$ cat src/rtl/eqy_miter_monitor.sv
// ---------------------------------------------------------------------------
// eqy_miter_monitor
//
// Clocked gold-vs-gate equivalence monitor for partitioned netlists. It
// compares CHANNELS buses of WIDTH bits every cycle. Gold, care and en are
// delayed by GATE_LAT cycles so that they line up with the slower gate side.
// Care bits mask individual bits out of the comparison; a masked bit is how
// an X on gold is expressed.
//
// Sample handshake: en is a valid-only strobe. There is no ready, because the
// monitor accepts one sample every cycle. A sample is compared only when its
// delayed copy of en arrives at the end of the alignment chain. clr and rst
// cancel samples that are still in flight.
//
// Ports
//   clk          sampling clock
//   rst          asynchronous, active-low reset
//   en           gold/care sample valid this cycle
//   clr          synchronous clear of stats, capture and alignment chain
//   gold/gate    CHANNELS*WIDTH buses, channel c at [c*WIDTH +: WIDTH]
//   care         1 = bit compared, 0 = don't-care
//   mismatch     per-channel mismatch of the last compared sample
//   fail         sticky failure flag
//   mis_cnt      saturating count of samples with any channel mismatching
//   cmp_cnt      saturating count of compared samples
//   first_valid  first-failure capture is valid
//   first_ch     lowest failing channel of the first failing sample
//   first_cyc    cmp_cnt value (0-based sample index) of the first failure
//   first_diff   (gold^gate)&care of first_ch at the first failure
//   dbg_state    FSM state (0 EMPTY, 1 RUN, 2 FAILED)
// ---------------------------------------------------------------------------
module eqy_miter_monitor #(
    parameter int WIDTH    = 1,
    parameter int CHANNELS = 4,
    parameter int GATE_LAT = 0,
    parameter int CNT_W    = 16,
    localparam int CH_W    = (CHANNELS > 1) ? $clog2(CHANNELS) : 1
) (
    input  logic                        clk,
    input  logic                        rst,
    input  logic                        en,
    input  logic                        clr,
    input  logic [CHANNELS*WIDTH-1:0]   gold,
    input  logic [CHANNELS*WIDTH-1:0]   gate,
    input  logic [CHANNELS*WIDTH-1:0]   care,
    output logic [CHANNELS-1:0]         mismatch,
    output logic                        fail,
    output logic [CNT_W-1:0]            mis_cnt,
    output logic [CNT_W-1:0]            cmp_cnt,
    output logic                        first_valid,
    output logic [CH_W-1:0]             first_ch,
    output logic [CNT_W-1:0]            first_cyc,
    output logic [WIDTH-1:0]            first_diff,
    output logic [1:0]                  dbg_state
);

    localparam int N = CHANNELS * WIDTH;

    localparam logic [1:0] ST_EMPTY  = 2'd0;
    localparam logic [1:0] ST_RUN    = 2'd1;
    localparam logic [1:0] ST_FAILED = 2'd2;

    // ------------------------------------------------------------------
    // Alignment chain: gold/care/en delayed by GATE_LAT; gate is used live.
    // ------------------------------------------------------------------
    logic         al_vld;
    logic [N-1:0] al_gold;
    logic [N-1:0] al_care;

    if (GATE_LAT == 0) begin : g_nolat
        assign al_vld  = en & ~clr;
        assign al_gold = gold;
        assign al_care = care;
    end else begin : g_lat
        logic [GATE_LAT-1:0] vld_q;
        logic [N-1:0]        gold_q [GATE_LAT];
        logic [N-1:0]        care_q [GATE_LAT];

        always_ff @(posedge clk or negedge rst) begin
            if (!rst) begin
                vld_q <= '0;
                for (int i = 0; i < GATE_LAT; i++) begin
                    gold_q[i] <= '0;
                    care_q[i] <= '0;
                end
            end else begin
                // Only the valid bits are flushed by clr; the data is
                // ignored while its valid bit is low.
                vld_q[0]  <= en & ~clr;
                gold_q[0] <= gold;
                care_q[0] <= care;
                for (int i = 1; i < GATE_LAT; i++) begin
                    vld_q[i]  <= vld_q[i-1] & ~clr;
                    gold_q[i] <= gold_q[i-1];
                    care_q[i] <= care_q[i-1];
                end
            end
        end

        assign al_vld  = vld_q[GATE_LAT-1];
        assign al_gold = gold_q[GATE_LAT-1];
        assign al_care = care_q[GATE_LAT-1];
    end

    // ------------------------------------------------------------------
    // Per-channel compare and lowest-index failing channel.
    // ------------------------------------------------------------------
    logic [WIDTH-1:0]    diff [CHANNELS];
    logic [CHANNELS-1:0] hit;
    logic                any_hit;
    logic [CH_W-1:0]     lo_ch;
    logic [WIDTH-1:0]    lo_diff;

    always_comb begin
        hit     = '0;
        lo_ch   = '0;
        lo_diff = '0;
        for (int c = 0; c < CHANNELS; c++) begin
            diff[c] = (al_gold[c*WIDTH +: WIDTH] ^ gate[c*WIDTH +: WIDTH])
                      & al_care[c*WIDTH +: WIDTH];
            hit[c]  = |diff[c];
        end
        // Walk downwards so the lowest failing index is the one that sticks.
        for (int c = CHANNELS - 1; c >= 0; c--) begin
            if (hit[c]) begin
                lo_ch   = CH_W'(c);
                lo_diff = diff[c];
            end
        end
    end

    assign any_hit = |hit;

    // ------------------------------------------------------------------
    // Registered statistics, capture and FSM.
    // ------------------------------------------------------------------
    logic [1:0]          state_q,    state_d;
    logic [CHANNELS-1:0] mismatch_q, mismatch_d;
    logic                fail_q,     fail_d;
    logic [CNT_W-1:0]    mis_cnt_q,  mis_cnt_d;
    logic [CNT_W-1:0]    cmp_cnt_q,  cmp_cnt_d;
    logic                fv_q,       fv_d;
    logic [CH_W-1:0]     fch_q,      fch_d;
    logic [CNT_W-1:0]    fcyc_q,     fcyc_d;
    logic [WIDTH-1:0]    fdiff_q,    fdiff_d;

    always_comb begin
        state_d    = state_q;
        mismatch_d = mismatch_q;
        fail_d     = fail_q;
        mis_cnt_d  = mis_cnt_q;
        cmp_cnt_d  = cmp_cnt_q;
        fv_d       = fv_q;
        fch_d      = fch_q;
        fcyc_d     = fcyc_q;
        fdiff_d    = fdiff_q;

        if (clr) begin
            state_d    = ST_EMPTY;
            mismatch_d = '0;
            fail_d     = 1'b0;
            mis_cnt_d  = '0;
            cmp_cnt_d  = '0;
            fv_d       = 1'b0;
            fch_d      = '0;
            fcyc_d     = '0;
            fdiff_d    = '0;
        end else if (al_vld) begin
            mismatch_d = hit;
            if (!(&cmp_cnt_q)) cmp_cnt_d = cmp_cnt_q + CNT_W'(1);
            if (any_hit && !(&mis_cnt_q)) mis_cnt_d = mis_cnt_q + CNT_W'(1);

            case (state_q)
                ST_EMPTY: state_d = any_hit ? ST_FAILED : ST_RUN;
                ST_RUN:   state_d = any_hit ? ST_FAILED : ST_RUN;
                default:  state_d = ST_FAILED;
            endcase

            // Capture only on the transition into FAILED; frozen afterwards.
            if (any_hit && state_q != ST_FAILED) begin
                fail_d  = 1'b1;
                fv_d    = 1'b1;
                fch_d   = lo_ch;
                fcyc_d  = cmp_cnt_q;
                fdiff_d = lo_diff;
            end
        end else begin
            mismatch_d = '0;
        end
    end

    always_ff @(posedge clk or negedge rst) begin
        if (!rst) begin
            state_q    <= ST_EMPTY;
            mismatch_q <= '0;
            fail_q     <= 1'b0;
            mis_cnt_q  <= '0;
            cmp_cnt_q  <= '0;
            fv_q       <= 1'b0;
            fch_q      <= '0;
            fcyc_q     <= '0;
            fdiff_q    <= '0;
        end else begin
            state_q    <= state_d;
            mismatch_q <= mismatch_d;
            fail_q     <= fail_d;
            mis_cnt_q  <= mis_cnt_d;
            cmp_cnt_q  <= cmp_cnt_d;
            fv_q       <= fv_d;
            fch_q      <= fch_d;
            fcyc_q     <= fcyc_d;
            fdiff_q    <= fdiff_d;
        end
    end

    assign mismatch    = mismatch_q;
    assign fail        = fail_q;
    assign mis_cnt     = mis_cnt_q;
    assign cmp_cnt     = cmp_cnt_q;
    assign first_valid = fv_q;
    assign first_ch    = fch_q;
    assign first_cyc   = fcyc_q;
    assign first_diff  = fdiff_q;
    assign dbg_state   = state_q;

endmodule

$ cat config.mk
export PLATFORM = sky130hd
export DESIGN_NAME = eqy_miter_monitor
export DESIGN_NICKNAME = d
export VERILOG_FILES = /design/src/rtl/eqy_miter_monitor.sv
export SDC_FILE = /design/constraint.sdc
export NUM_CORES = 1
export LEC_CHECK = 0
export ABC_AREA = 1
export CAP_MARGIN = 15
export CORE_MARGIN = 2
export CORE_UTILIZATION = 56
export CTS_BUF_LIST = sky130_fd_sc_hd__clkbuf_8
export CTS_CLUSTER_SIZE = 20
export DETAILED_ROUTE_END_ITERATION = 10
export PLACE_DENSITY = 0.88
export SYNTH_ARGS = -nofsm -noshare
export SYNTH_HDL_FRONTEND = slang
export SYNTH_SLANG_ARGS = --single-unit
export TNS_END_PERCENT = 10
$ cat constraint.sdc
create_clock -name clk -period 2.5 [get_ports clk]
set_clock_uncertainty 0.05 [all_clocks]
set_input_delay 0.375 -clock clk [delete_from_list [all_inputs] [get_ports clk]]
set_output_delay 0.375 -clock clk [all_outputs]
set_load 0.01 [all_outputs]
* Word-level counts from Yosys, hierarchy flattened
Cells that the tools add are included.
Operators by class: add/sub/neg operators 2, eq/ne operators 3, muxes and demuxes 32, bitwise operators 10, reductions and logical operators 14
Operators with widths (count):
- two-way mux 16 bit | 9
- adder 16 x 1 -> 16 bit, second input constant | 2
- AND reduction 16 bit | 2
- two-way mux 2 bit | 11
- two-way mux 1 bit | 10
- two-way mux 4 bit | 2
- AND reduction 2 bit | 3
- nonzero test 2 bit | 3
- AND 1 bit | 5
- != test 2 bit, second input constant | 2
- OR reduction 4 bit | 1
- bitwise XOR 1 bit | 4
- equality test 2 x 1 -> 1 bit, second input constant | 1
- logical AND 1 bit | 2
- zero test 2 bit | 1
- OR reduction 2 bit | 1
- zero test 1 bit | 1
- NOT 1 bit | 1
Storage, ports and cells: bits in registers 58, logic and storage cells 69

* Logic depth before layout (Yosys ltp)
word-level depth 9, depth in mapped cells 9

* Least setup slack after synthesis
No wires, ideal clock.
path kind register to register, start point register mis_cnt_q[0], in the netlist mis_cnt[0], end point register mis_cnt_q[8], in the netlist mis_cnt[8], library setup time 0.117 ns, data arrival time 1.446 ns, path slack 0.887 ns, cell stages (with the launch flop) 9, buffers on the path 1, period minus slack after synthesis 1.613 ns, path through dfrtp_1 ha_1 nand3_1 inv_1 nand4_1 nand3_2 buf_6 nand3_1 nand2_1
Between the ends: longest elaborated chain between the ends 5
Ends and longest elaborated chain:
- from (decl) | line 140 | logic [CNT_W-1:0] mis_cnt_q, mis_cnt_d;
- from (signal assigned) | line 207 | mis_cnt_q <= mis_cnt_d;
- parallel branches: the longest is 5 deep, another holds adder 16 x 1 -> 16 bit
Parallel ways; which one is timed is not known. The select of a mux whose other input is x is not followed. A chain may end at the register's enable or synchronous reset.

* Worst setup path after layout
start point register mis_cnt_q[0], in the netlist mis_cnt[0], end point register mis_cnt_q[2], in the netlist mis_cnt[2]
Same word-level chain as after synthesis.

==> results.txt <==
----------------------------------------------------
[Run status]
  Result of the run ... finished clean

[Route]
  Via density per instance ... 5.43
  Remaining antenna violation count after routing ... 0
  Total via count after detailed routing ... about 3,300
  Number of detailed-route iterations in the first pass ... 5
  Wire length per cell ... 14.1 um
  Detailed router's first-iteration violation count ... 258
  DRC ... 0
  Total wirelength of the detailed-routed design ... 8.45 mm

[Synthesis]
  Share of synthesized flip-flops with an asynchronous set or reset ... 1.00
  Post-synthesis register bit count ... 58
  Share of synthesized area occupied by flip-flops and latches ... 0.435
  Number of standard cells after synthesis ... 437
  Post-Synthesis Net Count ... 455
  Synthesized area ... 3330 um^2
  Flip-flop cell with the highest count after synthesis ... dfrtp_1
  Average footprint of a synthesized cell ... 7.63 um^2
  Count of distinct cell types in the synthesized netlist ... 36
  Number of warnings reported in the yosys synthesis log ... 0
  Number of synthesized flops with an enable pin ... 0

[Place]
  Global placement routability congestion ... just over 0.9
  Half-perimeter wire length after detailed placement ... 6.04 mm
  Placement-stage worst setup slack ... ~370 ps
  IO buf count ... 74

[Timing]
  Setup total negative slack ... 0 ps
  Final Cycle Share ... 0.830
  Clock period minus worst slack ... between 2000 and 2500 ps
  Setup slack after layout ... 424 ps
  Top achievable clock speed ... between 0.4 and 0.5 GHz
  Final count of pins violating max slew ... 0
  Setup-violating endpoint count in the final report ... 0
  Worst slew margin relative to its limit ... 0.689
  Number of endpoints with negative hold slack in the final report ... 0
  Worst Max-Slew Pin Slew ... 466 ps
  Unrepaired setup endpoints after global routing ... false

[Cells and area]
  Commonest non-fill, non-tap cell in the layout ... nand2_1
  N_diodes ... 0
  Filler cells ... roughly 470
  Fraction of final layout cells sized beyond drive strength 1 ... 0.117
  Post-layout net count ... 536
  Most used cells in the layout excluding fill and tap cells ... nand2_1, nand3_1, clkdlybuf4s50_1
  Area overhead of the layout relative to synthesis ... 29.0%

[CTS]
  Worst-Skew Late Latency ... roughly 340 ps
  Number of buffers added by the clock tree synthesis step ... 9
  Clock tree from TritonCTS ... yes
  Worst-path clk slew ... around 70 ps
  Max Buffers Root-to-Sink ... 2
  Sinks on Clock Net ... 58
  Setup fix buffers added after clock tree synthesis ... 0
  Root cell of the clock tree ... clkbuf_8
  Total number of H-tree levels ... 3

[Setup path]
  Maximum fanout along the worst path ... 12
  Register-to-Register Setup Slack ... ~420 ps
  Terminus of the critical flop-to-flop path ... mis_cnt[2]
  Number of cells on the worst reg-to-reg path ... 8
  Sort of element at the start of the critical path ... flop
  Worst setup path category ... flop to flop
  Data arrival time at the worst-slack endpoint ... 2260 ps
  Required time reported for the critical path endpoint ... 2680 ps
  Crit path capture type ... flop
  FF-to-FF Start ... mis_cnt[0]
  Beginning of the critical path ... mis_cnt[0]

[Floorplanning]
  Die footprint ... between 6000 and 7000 um^2
  Core Rows ... 28
  I/O pin count ... 75
  Die height ... 81.2 um
  Placeable Area ... 5850 um^2
  Effective utilization at floorplan ... 0.570
  Die span in x ... roughly 81 um

[Pwr]
  PwrDens ... approximately 460 nW/um^2
  Leakage power summed over all cells ... 2.04 nW
  Worst IR Drop VDD ... 0.405 mV

[Global routing]
  Maximum number of pins on one net before global-route repair ... 45
  Total grt overflow ... 0
  Aggregate global-route resource usage ... 0.283
  Number of global-route vias before repair ... 3,120
  Number of antenna violations at the first check in global routing ... 0
  Global-route wire length before repair ... between 10 and 15 mm

[Run]
  Max_cap viols ... 0

[Hold path]
  Path type of the worst min-delay path ... input pin to asynchronous set/reset pin

----------------------------------------------------
[report_power, final]
group / internal [mW] / total, mW / switching, mW / leakage [nW]
logic: 0.0952 / 0.239 / 0.144 / 1.14
clock network: 0.370 / 0.742 / 0.372 / 0.0996
registers: 0.957 / 0.978 / 0.0215 / 0.802
total: 1.42 / 1.96 / 0.537 / 2.04
[Yosys cell counts, types with 2 or more instances]
cell	count	share of area
o21bai_1	4	0.0090
o21ai_1	6	0.0090
nand3_1	73	0.11
ha_1	2	0.0075
nor2_1	55	0.062
buf_2	4	0.0060
nand2_4	2	0.0068
nor2_2	5	0.0094
buf_4	2	0.0045
dfrtp_1	58	0.44
nor3_1	4	0.0060
xnor2_1	3	0.0079
o21ai_0	5	0.0075
o21ai_2	7	0.018
clkbuf_1	3	0.0034
buf_12	2	0.012
xor2_1	8	0.021
a21oi_1	2	0.0030
nor2_4	2	0.0068
inv_1	26	0.029
nand2_1	126	0.14
nand4_1	9	0.017
inv_2	5	0.0056
nand2_2	11	0.021
buf_1	2	0.0023
[worst max-delay path, cell delays in order (launching register included)]
cell and delay [ps]:
dfrtp_1 460, ha_1 250, nand3_1 180, inv_1 180, nand4_1 200, nand3_2 280
nand2_2 190, nand2_1 110, nand2_1 60
[cells by family after synthesis]
family	after synthesis	share of synthesized area
compound gates	27	0.0563
flops	58	0.435
buf+inv	46	0.0676
fa+ha+maj	2	0.00751
simple gates	293	0.404
xor+xnor	11	0.0289
[layout make-up]
| class | instances | area, um^2 | share of cell area |
|---|---|---|---|
| tap | 75 | 93.8 | 0.0218 |
| timing repair buffer | 84 | 813 | 0.189 |
| clock buffer | 10 | 138 | 0.0320 |
| clock inverter | 6 | 26.3 | 0.00611 |
| multi-input combinational | 333 | 1660 | 0.385 |
| sequential | 58 | 1450 | 0.338 |
| inverter | 32 | 120 | 0.0279 |
[sequential cells by signal, indices dropped and copies added, names as in the netlist]
register / count
first_diff: 1
cmp_cnt: 16
first_valid: 1
mis_cnt: 16
mismatch: 4
first_cyc: 16
first_ch: 2
dbg_state: 2
[stage by stage]
step                      area, um^2  hold slack [ps]  cells  power (mW)   util
final                           4300              383    598        1.96  0.735
after global routing            4300              414    598        2.03  0.735
after CTS                       4300              390    598        1.97  0.735
after detailed placement        4130              209    581        1.23  0.705
after global placement          4130              209    581        1.23  0.705
after floorplan                 3330             29.4    437        1.12      -
[routing by layer]
metal / routed length, um / track usage / part of all wire / vias up
met5: 0 / 0 / 0 / -
met2: 4230 / 0.469 / 0.50 / 140
li1: - / - / - / 1578
met3: 543 / 0.0433 / 0.064 / 22
met1: 3500 / 0.368 / 0.41 / 1510
met4: 172 / 0.125 / 0.020 / 0
[what timing repair did]
action,in CTS,in global routing
resized for setup,0,0
endpoints found under the setup margin,0,0
hold endpoints to repair,10,0
hold buffers,1,0
[worst max path at each step]
stage,endpoint
after floorplan,mis_cnt[8]
after global placement,first_ch[1]
after detailed placement,mis_cnt[9]
after CTS,mis_cnt[15]
after global routing,mis_cnt[9]
final,mis_cnt[2]
Note: power is estimated with default switching activity, not from simulation.
